[src/rtl/rtc_read_seq.sv]
// Reads nine RTC registers over a multiplexed AD bus; sequence is 36*T_PHASE+1 cycles from first ADDR to DONE.
// No backpressure: a started sequence always completes; lee/escribe are only looked at in IDLE.
module rtc_read_seq #(
    parameter int T_PHASE = 36
) (
    input  logic       clk,
    input  logic       reset,
    input  logic       lee,
    input  logic       escribe,
    input  logic [7:0] ad_in,
    output logic [7:0] ad_out,
    output logic       ad_oe,
    output logic       cs_n,
    output logic       ad_n,
    output logic       wr_n,
    output logic       rd_n,
    output logic       busy,
    output logic       done,
    output logic [7:0] seg,
    output logic [7:0] min,
    output logic [7:0] hora,
    output logic [7:0] dia,
    output logic [7:0] mes,
    output logic [7:0] anio,
    output logic [7:0] t_seg,
    output logic [7:0] t_min,
    output logic [7:0] t_hora
);

    typedef enum logic [2:0] {IDLE, ADDR, GAP, READ, RECOV, DONE} state_t;

    state_t      state, state_nx;
    logic [11:0] phase;
    logic [3:0]  idx;
    logic        phase_last;
    logic [7:0]  regs [0:8];
    logic [7:0]  addr;

    assign phase_last = (phase == 12'(T_PHASE - 1));

    always_comb begin
        case (idx)
            4'd0:    addr = 8'h21;
            4'd1:    addr = 8'h22;
            4'd2:    addr = 8'h23;
            4'd3:    addr = 8'h24;
            4'd4:    addr = 8'h25;
            4'd5:    addr = 8'h26;
            4'd6:    addr = 8'h41;
            4'd7:    addr = 8'h42;
            4'd8:    addr = 8'h43;
            default: addr = 8'h00;
        endcase
    end

    always_ff @(posedge clk) begin
        if (reset) begin
            state <= IDLE;
            phase <= 12'd0;
            idx   <= 4'd0;
            for (int i = 0; i < 9; i++) regs[i] <= 8'h00;
        end else begin
            state <= state_nx;
            // phase restarts on every state entry, so each phase is exactly T_PHASE long
            if (state_nx != state || state == IDLE)
                phase <= 12'd0;
            else
                phase <= phase + 12'd1;
            if (state == IDLE)
                idx <= 4'd0;
            else if (state == RECOV && phase_last && idx != 4'd8)
                idx <= idx + 4'd1;
            if (state == READ && phase_last)
                regs[idx] <= ad_in;
        end
    end

    always_comb begin
        state_nx = state;
        cs_n     = 1'b1;
        ad_n     = 1'b1;
        wr_n     = 1'b1;
        rd_n     = 1'b1;
        ad_oe    = 1'b0;
        ad_out   = 8'h00;
        busy     = (state != IDLE);
        done     = 1'b0;
        case (state)
            IDLE: begin
                if (lee && !escribe) state_nx = ADDR;
            end
            ADDR: begin
                cs_n   = 1'b0;
                ad_n   = 1'b0;
                wr_n   = 1'b0;
                ad_oe  = 1'b1;
                ad_out = addr;
                if (phase_last) state_nx = GAP;
            end
            GAP: begin
                if (phase_last) state_nx = READ;
            end
            READ: begin
                cs_n = 1'b0;
                rd_n = 1'b0;
                if (phase_last) state_nx = RECOV;
            end
            RECOV: begin
                if (phase_last) state_nx = (idx == 4'd8) ? DONE : ADDR;
            end
            DONE: begin
                done     = 1'b1;
                state_nx = IDLE;
            end
            default: state_nx = IDLE;
        endcase
    end

    assign seg    = regs[0];
    assign min    = regs[1];
    assign hora   = regs[2];
    assign dia    = regs[3];
    assign mes    = regs[4];
    assign anio   = regs[5];
    assign t_seg  = regs[6];
    assign t_min  = regs[7];
    assign t_hora = regs[8];

endmodule

[config.mk]
export PLATFORM = sky130hd
export DESIGN_NAME = rtc_read_seq
export DESIGN_NICKNAME = d
export VERILOG_FILES = /design/src/rtl/rtc_read_seq.sv
export SDC_FILE = /design/constraint.sdc
export NUM_CORES = 1
export LEC_CHECK = 0
export BUFFER_PORTS_ARGS = -buffer_cell sky130_fd_sc_hd__buf_2
export CAP_MARGIN = 20
export CELL_PAD_IN_SITES_DETAIL_PLACEMENT = 1
export CELL_PAD_IN_SITES_GLOBAL_PLACEMENT = 2
export CORE_MARGIN = 8
export CORE_UTILIZATION = 38
export DETAILED_ROUTE_END_ITERATION = 8
export HOLD_SLACK_MARGIN = 0.03
export PLACE_DENSITY_LB_ADDON = 0.15
export SETUP_SLACK_MARGIN = 0.4
export SYNTH_ARGS = -nofsm -noshare
export SYNTH_HDL_FRONTEND = slang
export SYNTH_SLANG_ARGS = --single-unit
[constraint.sdc]
create_clock -name clk -period 3.9 [get_ports clk]
set_clock_uncertainty 0.2 [all_clocks]
set_input_delay 0.585 -clock clk [delete_from_list [all_inputs] [get_ports clk]]
set_output_delay 0.585 -clock clk [all_outputs]
set_load 0.05 [all_outputs]
==> qor_table.md, run 1 <==
| Group | Result | Value |
|---|---|---|
| synthesis | Number of warnings issued by yosys | 0 |
| cells and area | Ratio of cells with drive above 1 in the final layout | 30.2% |
| timing | Highest clock frequency the design can meet | 0.352 GHz |
| cells and area | Sequential cell area | 2640 um^2 |
| routing | Vias per cell | 5.08 |
| power | Total design power | 2.02 mW |
| placement | Port-buffer cells | 95 |
| clock network | CTS tree | built |
| floorplanning | Initial cell density of the core | 39.0% |
| power | Sequential share of power | 56.5% |
| power | Net switching fraction of the power | 27.8% |
| routing | DRT iter0 DRCs | 143 |
| critical path | Worst Setup SP | idx[0]$_SDFFE_PP0P_ |
| routing | Remaining DRCs | 0 |
| timing | Setup repair after global routing missed its margin | false |
| power | Ratio of total power to cell area | 407 nW/um^2 |
| cells and area | Post-layout nets | 446 |
| routing | Iteration count of the initial detailed-routing pass | 4 |
| cells and area | Final core utilization | 45.7% |
| hold path | Type of the worst min-delay path | reg -> reg |
| placement | HPWL Detailed | 7570 um |
| cells and area | Commonest cells after routing, fill and taps aside | sky130_fd_sc_hd__buf_2, sky130_fd_sc_hd__edfxtp_1, sky130_fd_sc_hd__and3_1 |
| clock network | Number of hold buffers added after CTS | 0 |
| critical path | Critical path type | reg -> reg |
| clock network | H-tree Lvls | 3 |
| floorplanning | Horizontal die dimension | 122 um |
| synthesis | Synthesized instance count | 338 |
| synthesis | Largest area contributor in the synthesized netlist | sky130_fd_sc_hd__edfxtp_1 |
| timing | Period minus WS final | 2840 ps |
| critical path | Reg2reg start | idx[0]$_SDFFE_PP0P_ |
| timing | Slew Limit Headroom | 56.6% |
| synthesis | Share of the synthesized area in the top cell type | 50.9% |
| timing | Worst Tran Pin Value | 645 ps |
| cells and area | Area used by multi-input combinational logic | 1460 um^2 |
| cells and area | Antenna diode count | 0 |
| routing | Total number of vias | 2899 |
| run status | Run status | complete, no violations |
| timing | Setup Viol. Count Final | 0 |
| placement | Placed Area | 4790 um^2 |
| critical path | CP Data Required Time | 3940 ps |
| routing | Wirelength per Cell | 18.5 um |
| power | Clock share of power | 30.9% |
| critical path | Kind of end point of the critical path | register |
| clock network | Count of cells resized by post-cts repair | 0 |
| cells and area | Number of filler cells placed in the layout | 1161 |
| job | Max-cap viol count | 0 |
| global route | Remaining Overflow, GRT | 0 |
| clock network | Sink count of the clock tree | 96 |
| synthesis | Average instance area after synthesis | 12.6 um^2 |
| cells and area | Synth-to-Final Area Change | 17.1% |
| timing | Total Negative Setup Slacks | 0 ps |
| global route | Maximum number of pins on one net before global-route repair | 37 |
| synthesis | Register area share after synthesis | 62.2% |
| cells and area | Final non-filler cell total | 571 |
| critical path | Reg-to-reg endpoint | addr[1]$_DFF_P_ |
| timing | Final-report max-slew violation count | 0 |
| synthesis | Register bit count reported by yosys | 96 |
| global route | Number of global-route vias before repair | 2955 |
| timing | Post-route fraction of the period consumed by the critical path | 72.9% |
| power | Worst voltage drop across the vdd grid | 0.157 mV |
| routing | Total routed wirelength | 10600 um |
| clock network | Buffer depth of the longest clock path | 2 |
| critical path | End of the critical path | addr[1]$_DFF_P_ |
| synthesis | Largest cells by area after synthesis | sky130_fd_sc_hd__edfxtp_1, sky130_fd_sc_hd__dfxtp_1, sky130_fd_sc_hd__and3_1 |
| clock network | Clock latency on the worst-skew pair | 350 ps |
| floorplanning | Number of rows created at floorplan | 38 |
| cells and area | Final cell area excluding filler cells | 4980 um^2 |
| global route | Overall track demand over capacity in global routing | 14.3% |
| global route | Wire length of the first global-routing pass | 16400 um |
| floorplanning | Die Footprint | 14800 um^2 |
| critical path | Type of element launching the critical path | register |
| timing | Final count of hold timing violations | 0 |
| placement | Final Wtd Congestion | 0.779 |
| synthesis | Number of different library cells in the post-synthesis netlist | 54 |
| clock network | Clock Root Buffer | sky130_fd_sc_hd__clkbuf_8 |
| routing | Remaining number of nets flagged by the antenna check after routing | 0 |
| power | Net switching component of the power | 0.563 mW |
| clock network | Total CTS buffers | 9 |
| power | Leakage component of the power | 2.17 nW |
| critical path | Depth of the worst register-to-register path | 10 |
| critical path | Register-to-register setup slack | 1060 ps |
| synthesis | Share of synthesized flip-flops with an asynchronous set or reset | 0% |
| critical path | Crit path arrival time | 2880 ps |
| critical path | Maximum fanout along the worst path | 21 |
| power | Cell internal pwr | 1.46 mW |
| cells and area | Most common library cell in the layout ignoring fill and taps | sky130_fd_sc_hd__buf_2 |
| clock network | Post-CTS Setup Repair Bufs | 0 |
| floorplanning | Number of placed I/O pins | 99 |
| floorplanning | Standard cell core area | 10900 um^2 |
| placement | # placed instances | 556 |
| clock network | Register clock-pin slew on the reported worst setup and hold paths | 90 ps |
| floorplanning | Die Y | 122 um |
| power | Combinational fraction of design power | 12.6% |
| synthesis | Cell area after synthesis | 4250 um^2 |
| synthesis | Number of flops mapped to enable cells by yosys | 72 |
| synthesis | Primary FF master, synth | sky130_fd_sc_hd__edfxtp_1 |
| global route | Number of antenna violations at the first check in global routing | 0 |
## per-layer routing
metal / share of wire, % / global-route usage [%] / up-vias
li1: - / - / 1408
met1: 45 / 18.3 / 1397
met2: 48 / 23.3 / 87
met3: 6.3 / 3.61 / 7
met4: 0.82 / 4.86 / 0
met5: 0 / 0 / -
## power groups by stage
stage	sequential (mW)	combinational (mW)	clock [mW]
finish	1.14	0.256	0.625
global route	1.15	0.265	0.686
CTS	1.14	0.260	0.651
detailed placement	1.17	0.259	0
global placement	1.17	0.258	0
floorplan	1.30	0.0545	0
## worst min path at each step
stage / start / to / slack (ps) / cells after the start
4_1_cts: phase[0]$_SDFF_PP0_ / phase[0]$_SDFF_PP0_ / 300 / 1
3_3_place_gp: phase[0]$_SDFF_PP0_ / phase[0]$_SDFF_PP0_ / 240 / 1
5_1_grt: phase[0]$_SDFF_PP0_ / phase[0]$_SDFF_PP0_ / 310 / 1
2_1_floorplan: phase[0]$_SDFF_PP0_ / phase[0]$_SDFF_PP0_ / 230 / 1
6_report: phase[0]$_SDFF_PP0_ / phase[0]$_SDFF_PP0_ / 290 / 1
3_5_place_dp: phase[0]$_SDFF_PP0_ / phase[0]$_SDFF_PP0_ / 280 / 1
## stage by stage
step | hold WS (ps) | setup WS [ps]
2_1_floorplan | 226 | 616
3_3_place_gp | 237 | 1140
3_5_place_dp | 279 | 1050
4_1_cts | 301 | 1030
5_1_grt | 309 | 769
6_report | 290 | 1060
## cell type report
type                            count  share of cell area, %
Clock buffer                        9                   2.49
Timing Repair Buffer               99                   10.2
Inverter                            4                  0.302
Multi-Input combinational cell    217                   29.2
Tap cell                          140                   3.52
Sequential cell                    96                   53.1
Clock inverter                      6                   1.21
## cells in the mapped netlist, drive strengths merged (4+ instances only)
| cell | number |
|---|---|
| and3 | 73 |
| edfxtp | 72 |
| dfxtp | 24 |
| nor2 | 22 |
| clkbuf | 16 |
| and2 | 13 |
| nand2 | 9 |
| a21o | 8 |
| xnor2 | 8 |
| a21oi | 7 |
| buf | 7 |
| ha | 7 |
| nor3 | 6 |
| o21ai | 6 |
| xor2 | 6 |
| or3 | 5 |
| inv | 4 |
| nand3 | 4 |
## state kept, by name (all words and copies together) (netlist names)
signal  cells
phase      12
state       3
regs       72
idx         4
addr        5
## worst max-delay path, stage by stage, from the launching register on
cell,delay [ps]
sky130_fd_sc_hd__dfxtp_1,570
sky130_fd_sc_hd__inv_1,110
sky130_fd_sc_hd__ha_1,210
sky130_fd_sc_hd__buf_4,190
sky130_fd_sc_hd__and3_1,220
sky130_fd_sc_hd__nor3_2,260
sky130_fd_sc_hd__mux2i_1,320
sky130_fd_sc_hd__nand2b_1,150
sky130_fd_sc_hd__ha_1,220
sky130_fd_sc_hd__o21ba_1,210
sky130_fd_sc_hd__o32ai_1,60
## kinds of logic after synthesis
| family | synth area share [%] |
|---|---|
| and+or+nand+nor | 23.1 |
| DFF | 62.2 |
| AOI/OAI and AO/OA | 5.39 |
| buffers and inverters | 3.80 |
| xor gates and xnor gates | 2.88 |
| adders and majority gates | 2.06 |
| muxes | 0.500 |
| other | 0.0882 |
Power figures use the tool's default switching activity.
==> run 2: changes to the inputs <==
--- a/config.mk
+++ b/config.mk
@@ -10,7 +10,7 @@
 export CELL_PAD_IN_SITES_DETAIL_PLACEMENT = 1
 export CELL_PAD_IN_SITES_GLOBAL_PLACEMENT = 2
 export CORE_MARGIN = 8
-export CORE_UTILIZATION = 38
+export CORE_UTILIZATION = 32
 export DETAILED_ROUTE_END_ITERATION = 8
 export HOLD_SLACK_MARGIN = 0.03
 export PLACE_DENSITY_LB_ADDON = 0.15
==> constraint.sdc (replaced) <==
create_clock -name clk -period 2.4 [get_ports clk]
set_clock_uncertainty 0.2 [all_clocks]
set_input_delay 0.36 -clock clk [delete_from_list [all_inputs] [get_ports clk]]
set_output_delay 0.36 -clock clk [all_outputs]
set_load 0.05 [all_outputs]
==> run 2 against run 1 <==
- core utilization decreased by 0.28 points
- sequential cell count unchanged
- routed wire length increased by 16%
- sequential share of layout area decreased by 8.4 points
- power increased by 78%
- largest cell class unchanged
- worst hold slack got worse by 210 ps
- sequential power increased by 63%
- cell count increased by 15%
==> qor_table.md, run 2 (same netlist as run 1, synthesis figures left out) <==
| Group | Result | Value | Change |
|---|---|---|---|
| critical path | Maximum fanout along the worst path | 4 | -81% |
| placement | Port-buffer cells | 95 | unchanged |
| clock network | Number of hold buffers added after CTS | 0 | unchanged |
| routing | Total number of vias | 3200 | +10% |
| timing | Post-route fraction of the period consumed by the critical path | 94.6% | +22 points |
| placement | Final Wtd Congestion | 0.785 | +0.74% |
| timing | Period minus WS final | 2270 ps | -572 ps |
| global route | Remaining Overflow, GRT | 0 | unchanged |
| placement | Placement Setup Slack | 108 ps | -945 ps |
| critical path | Critical path type | reg -> reg |  |
| power | Cell internal pwr | 2.62 mW | +79% |
| routing | DRT iter0 DRCs | 140 | -2.1% |
| cells and area | Commonest cells after routing, fill and taps aside | sky130_fd_sc_hd__buf_2, sky130_fd_sc_hd__edfxtp_1, sky130_fd_sc_hd__and3_1 |  |
| routing | Total routed wirelength | 12200 um | +16% |
| global route | Number of antenna violations at the first check in global routing | 0 | unchanged |
| timing | Worst Tran Pin Value | 607 ps | -38.8 ps |
| cells and area | Post-layout nets | 493 | +11% |
| floorplanning | Number of placed I/O pins | 99 | unchanged |
| clock network | H-tree Lvls | 3 | unchanged |
| power | Leakage component of the power | 2.54 nW | +17% |
| clock network | Register clock-pin slew on the reported worst setup and hold paths | 70 ps | -20 ps |
| routing | Remaining DRCs | 0 | unchanged |
| floorplanning | Die Footprint | 17200 um^2 | +16% |
| critical path | Worst-path cell with the longest stage delay | sky130_fd_sc_hd__dfxtp_4 |  |
| cells and area | Synth-to-Final Area Change | 39.8% |  |
| timing | Final count of hold timing violations | 0 | unchanged |
| global route | Wire length of the first global-routing pass | 19000 um | +16% |
| cells and area | Largest register by flop count | regs |  |
| power | Clock share of power | 35.8% | +4.9 points |
| global route | Maximum number of pins on one net before global-route repair | 21 | -43% |
| floorplanning | Standard cell core area | 13100 um^2 | +20% |
| global route | Overall track demand over capacity in global routing | 14.0% | -0.39 points |
| power | Net switching component of the power | 0.982 mW | +74% |
| critical path | Reg2reg start | phase[0]$_SDFF_PP0_ |  |
| floorplanning | Number of rows created at floorplan | 42 | +11% |
| critical path | Cell-by-cell trace of the critical path | ha_4 > and4bb_2 > nand3_4 > nor3_4 > mux2i_1 > nand2b_1 > ha_1 > nand3_2 > o32ai_1 |  |
| timing | Final-report max-slew violation count | 0 | unchanged |
| floorplanning | Initial cell density of the core | 32.5% | -6.6 points |
| power | Worst voltage drop across the vdd grid | 0.235 mV | +50% |
| cells and area | Most common library cell in the layout ignoring fill and taps | sky130_fd_sc_hd__buf_2 |  |
| clock network | Total CTS buffers | 9 | unchanged |
| cells and area | Antenna diode count | 0 | unchanged |
| critical path | Register-to-register setup slack | 130 ps | -930 ps |
| critical path | End of the critical path | addr[1]$_DFF_P_ |  |
| clock network | Clock Root Buffer | sky130_fd_sc_hd__clkbuf_16 |  |
| timing | Highest clock frequency the design can meet | 0.441 GHz | +25% |
| floorplanning | Horizontal die dimension | 131 um | +7.8% |
| run status | Run status | complete, no violations |  |
| critical path | Reg-to-reg endpoint | addr[1]$_DFF_P_ |  |
| timing | Slew Limit Headroom | 59.6% | +2.9 points |
| critical path | Kind of end point of the critical path | register |  |
| hold path | Type of the worst min-delay path | in -> reg |  |
| power | Sequential share of power | 51.6% | -4.9 points |
| critical path | Worst Setup SP | phase[0]$_SDFF_PP0_ |  |
| clock network | Sink count of the clock tree | 96 | unchanged |
| critical path | Crit path arrival time | 2330 ps | -550 ps |
| timing | Setup Viol. Count Final | 0 | unchanged |
| global route | Number of global-route vias before repair | 3295 | +12% |
| placement | HPWL Detailed | 8310 um | +9.8% |
| cells and area | Final non-filler cell total | 655 | +15% |
| cells and area | Ratio of cells with drive above 1 in the final layout | 45.3% | +15 points |
| critical path | Crit-path max cell delay | 360 ps | -210 ps |
| routing | Iteration count of the initial detailed-routing pass | 4 | unchanged |
| placement | # placed instances | 609 | +9.5% |
| power | Ratio of total power to cell area | 606 nW/um^2 | +49% |
| floorplanning | Die Y | 131 um | +7.8% |
| critical path | Depth of the worst register-to-register path | 9 | -1 |
| timing | Setup ws final | 130 ps | -928 ps |
| clock network | Clock latency on the worst-skew pair | 350 ps | about the same |
| power | Net switching fraction of the power | 27.3% | -0.55 points |
| critical path | Type of element launching the critical path | register |  |
| critical path | CP Data Required Time | 2460 ps | -1480 ps |
| timing | Minimum hold slack | 79.8 ps | -210 ps |
| cells and area | Number of flip-flops under the largest register name | 72 | unchanged |
| timing | Setup repair after global routing missed its margin | true |  |
| job | Max-cap viol count | 0 | unchanged |
| clock network | CTS tree | built |  |
| cells and area | Number of filler cells placed in the layout | 1403 | +21% |
| routing | Vias per cell | 4.89 | -3.8% |
| power | Combinational fraction of design power | 12.6% | about the same |
| routing | Remaining number of nets flagged by the antenna check after routing | 0 | unchanged |
| clock network | Buffer depth of the longest clock path | 2 | unchanged |
| routing | Wirelength per Cell | 18.7 um | +0.85% |
-- run 2: cell types whose count changed in the layout (fill, tap and decap cells not counted), sizes merged --
cell    delta
buf       +44
inv        -1
clkinv     +3
clkbuf     +3
bufinv     -1
-- run 2: worst min-delay path by stage --
stage	start	endpoint	slack, ps	cells past startpoint
CTS	reset	state[2]$_SDFF_PP0_	60	2
detailed placement	phase[0]$_SDFF_PP0_	phase[0]$_SDFF_PP0_	260	1
finish	reset	state[2]$_SDFF_PP0_	80	2
global route	reset	state[2]$_SDFF_PP0_	80	2
floorplan	reset	state[2]$_SDFF_PP0_	230	1
global placement	phase[0]$_SDFF_PP0_	phase[0]$_SDFF_PP0_	250	1
-- run 2: what timing repair did --
| item | 4_1_cts | 5_1_grt |
|---|---|---|
| gates cloned | 2 | 3 |
| setup endpoints to repair | 170 | 175 |
| gates resized for setup | 55 | 22 |
| setup buffers | 18 | 7 |
| pin swaps | 13 | 6 |
-- run 2: critical path: cells and delay by family, from the launching register on --
family	cells	cell delay, ps
flops	1	360
fa+ha+maj	2	330
mux	1	240
simple gates	5	780
compound gates	1	260
-- run 2: area by class of cell --
class	count	area (um^2)	share of cell area (%)
inverter	4	15.0	0.253
timing repair buffer	146	1110	18.7
sequential	96	2660	44.7
multi-input combinational	217	1680	28.2
tap	176	220	3.70
clock buffer	9	225	3.79
clock inverter	7	38.8	0.652
-- run 2: power by group through the flow --
stage / registers, mW / logic (mW) / clock network [mW]
2_1_floorplan: 2.12 / 0.0975 / 0
3_3_place_gp: 1.90 / 0.437 / 0
3_5_place_dp: 1.90 / 0.439 / 0
4_1_cts: 1.86 / 0.459 / 1.33
5_1_grt: 1.86 / 0.474 / 1.40
6_report: 1.86 / 0.456 / 1.29
-- run 2: metal layers --
metal  track usage (%)  vias up  wire length, um
met5                 0        -                0
met4              6.19        0              239
met1              16.8     1586             5440
li1                  -     1515                -
met2              23.0       86             5920
met3              3.66       13              633
-- run 2: stage by stage --
stage          utilization (%)  total power, mW  TNS [ps]  area (um^2)
3_5_place_dp              39.2             2.34         0         5130
4_1_cts                   43.9             3.65         0         5750
5_1_grt                   45.4             3.73         0         5940
2_1_floorplan                -             2.21     -8390         4410
6_report                  45.4             3.60         0         5940
3_3_place_gp              39.2             2.33         0         5130
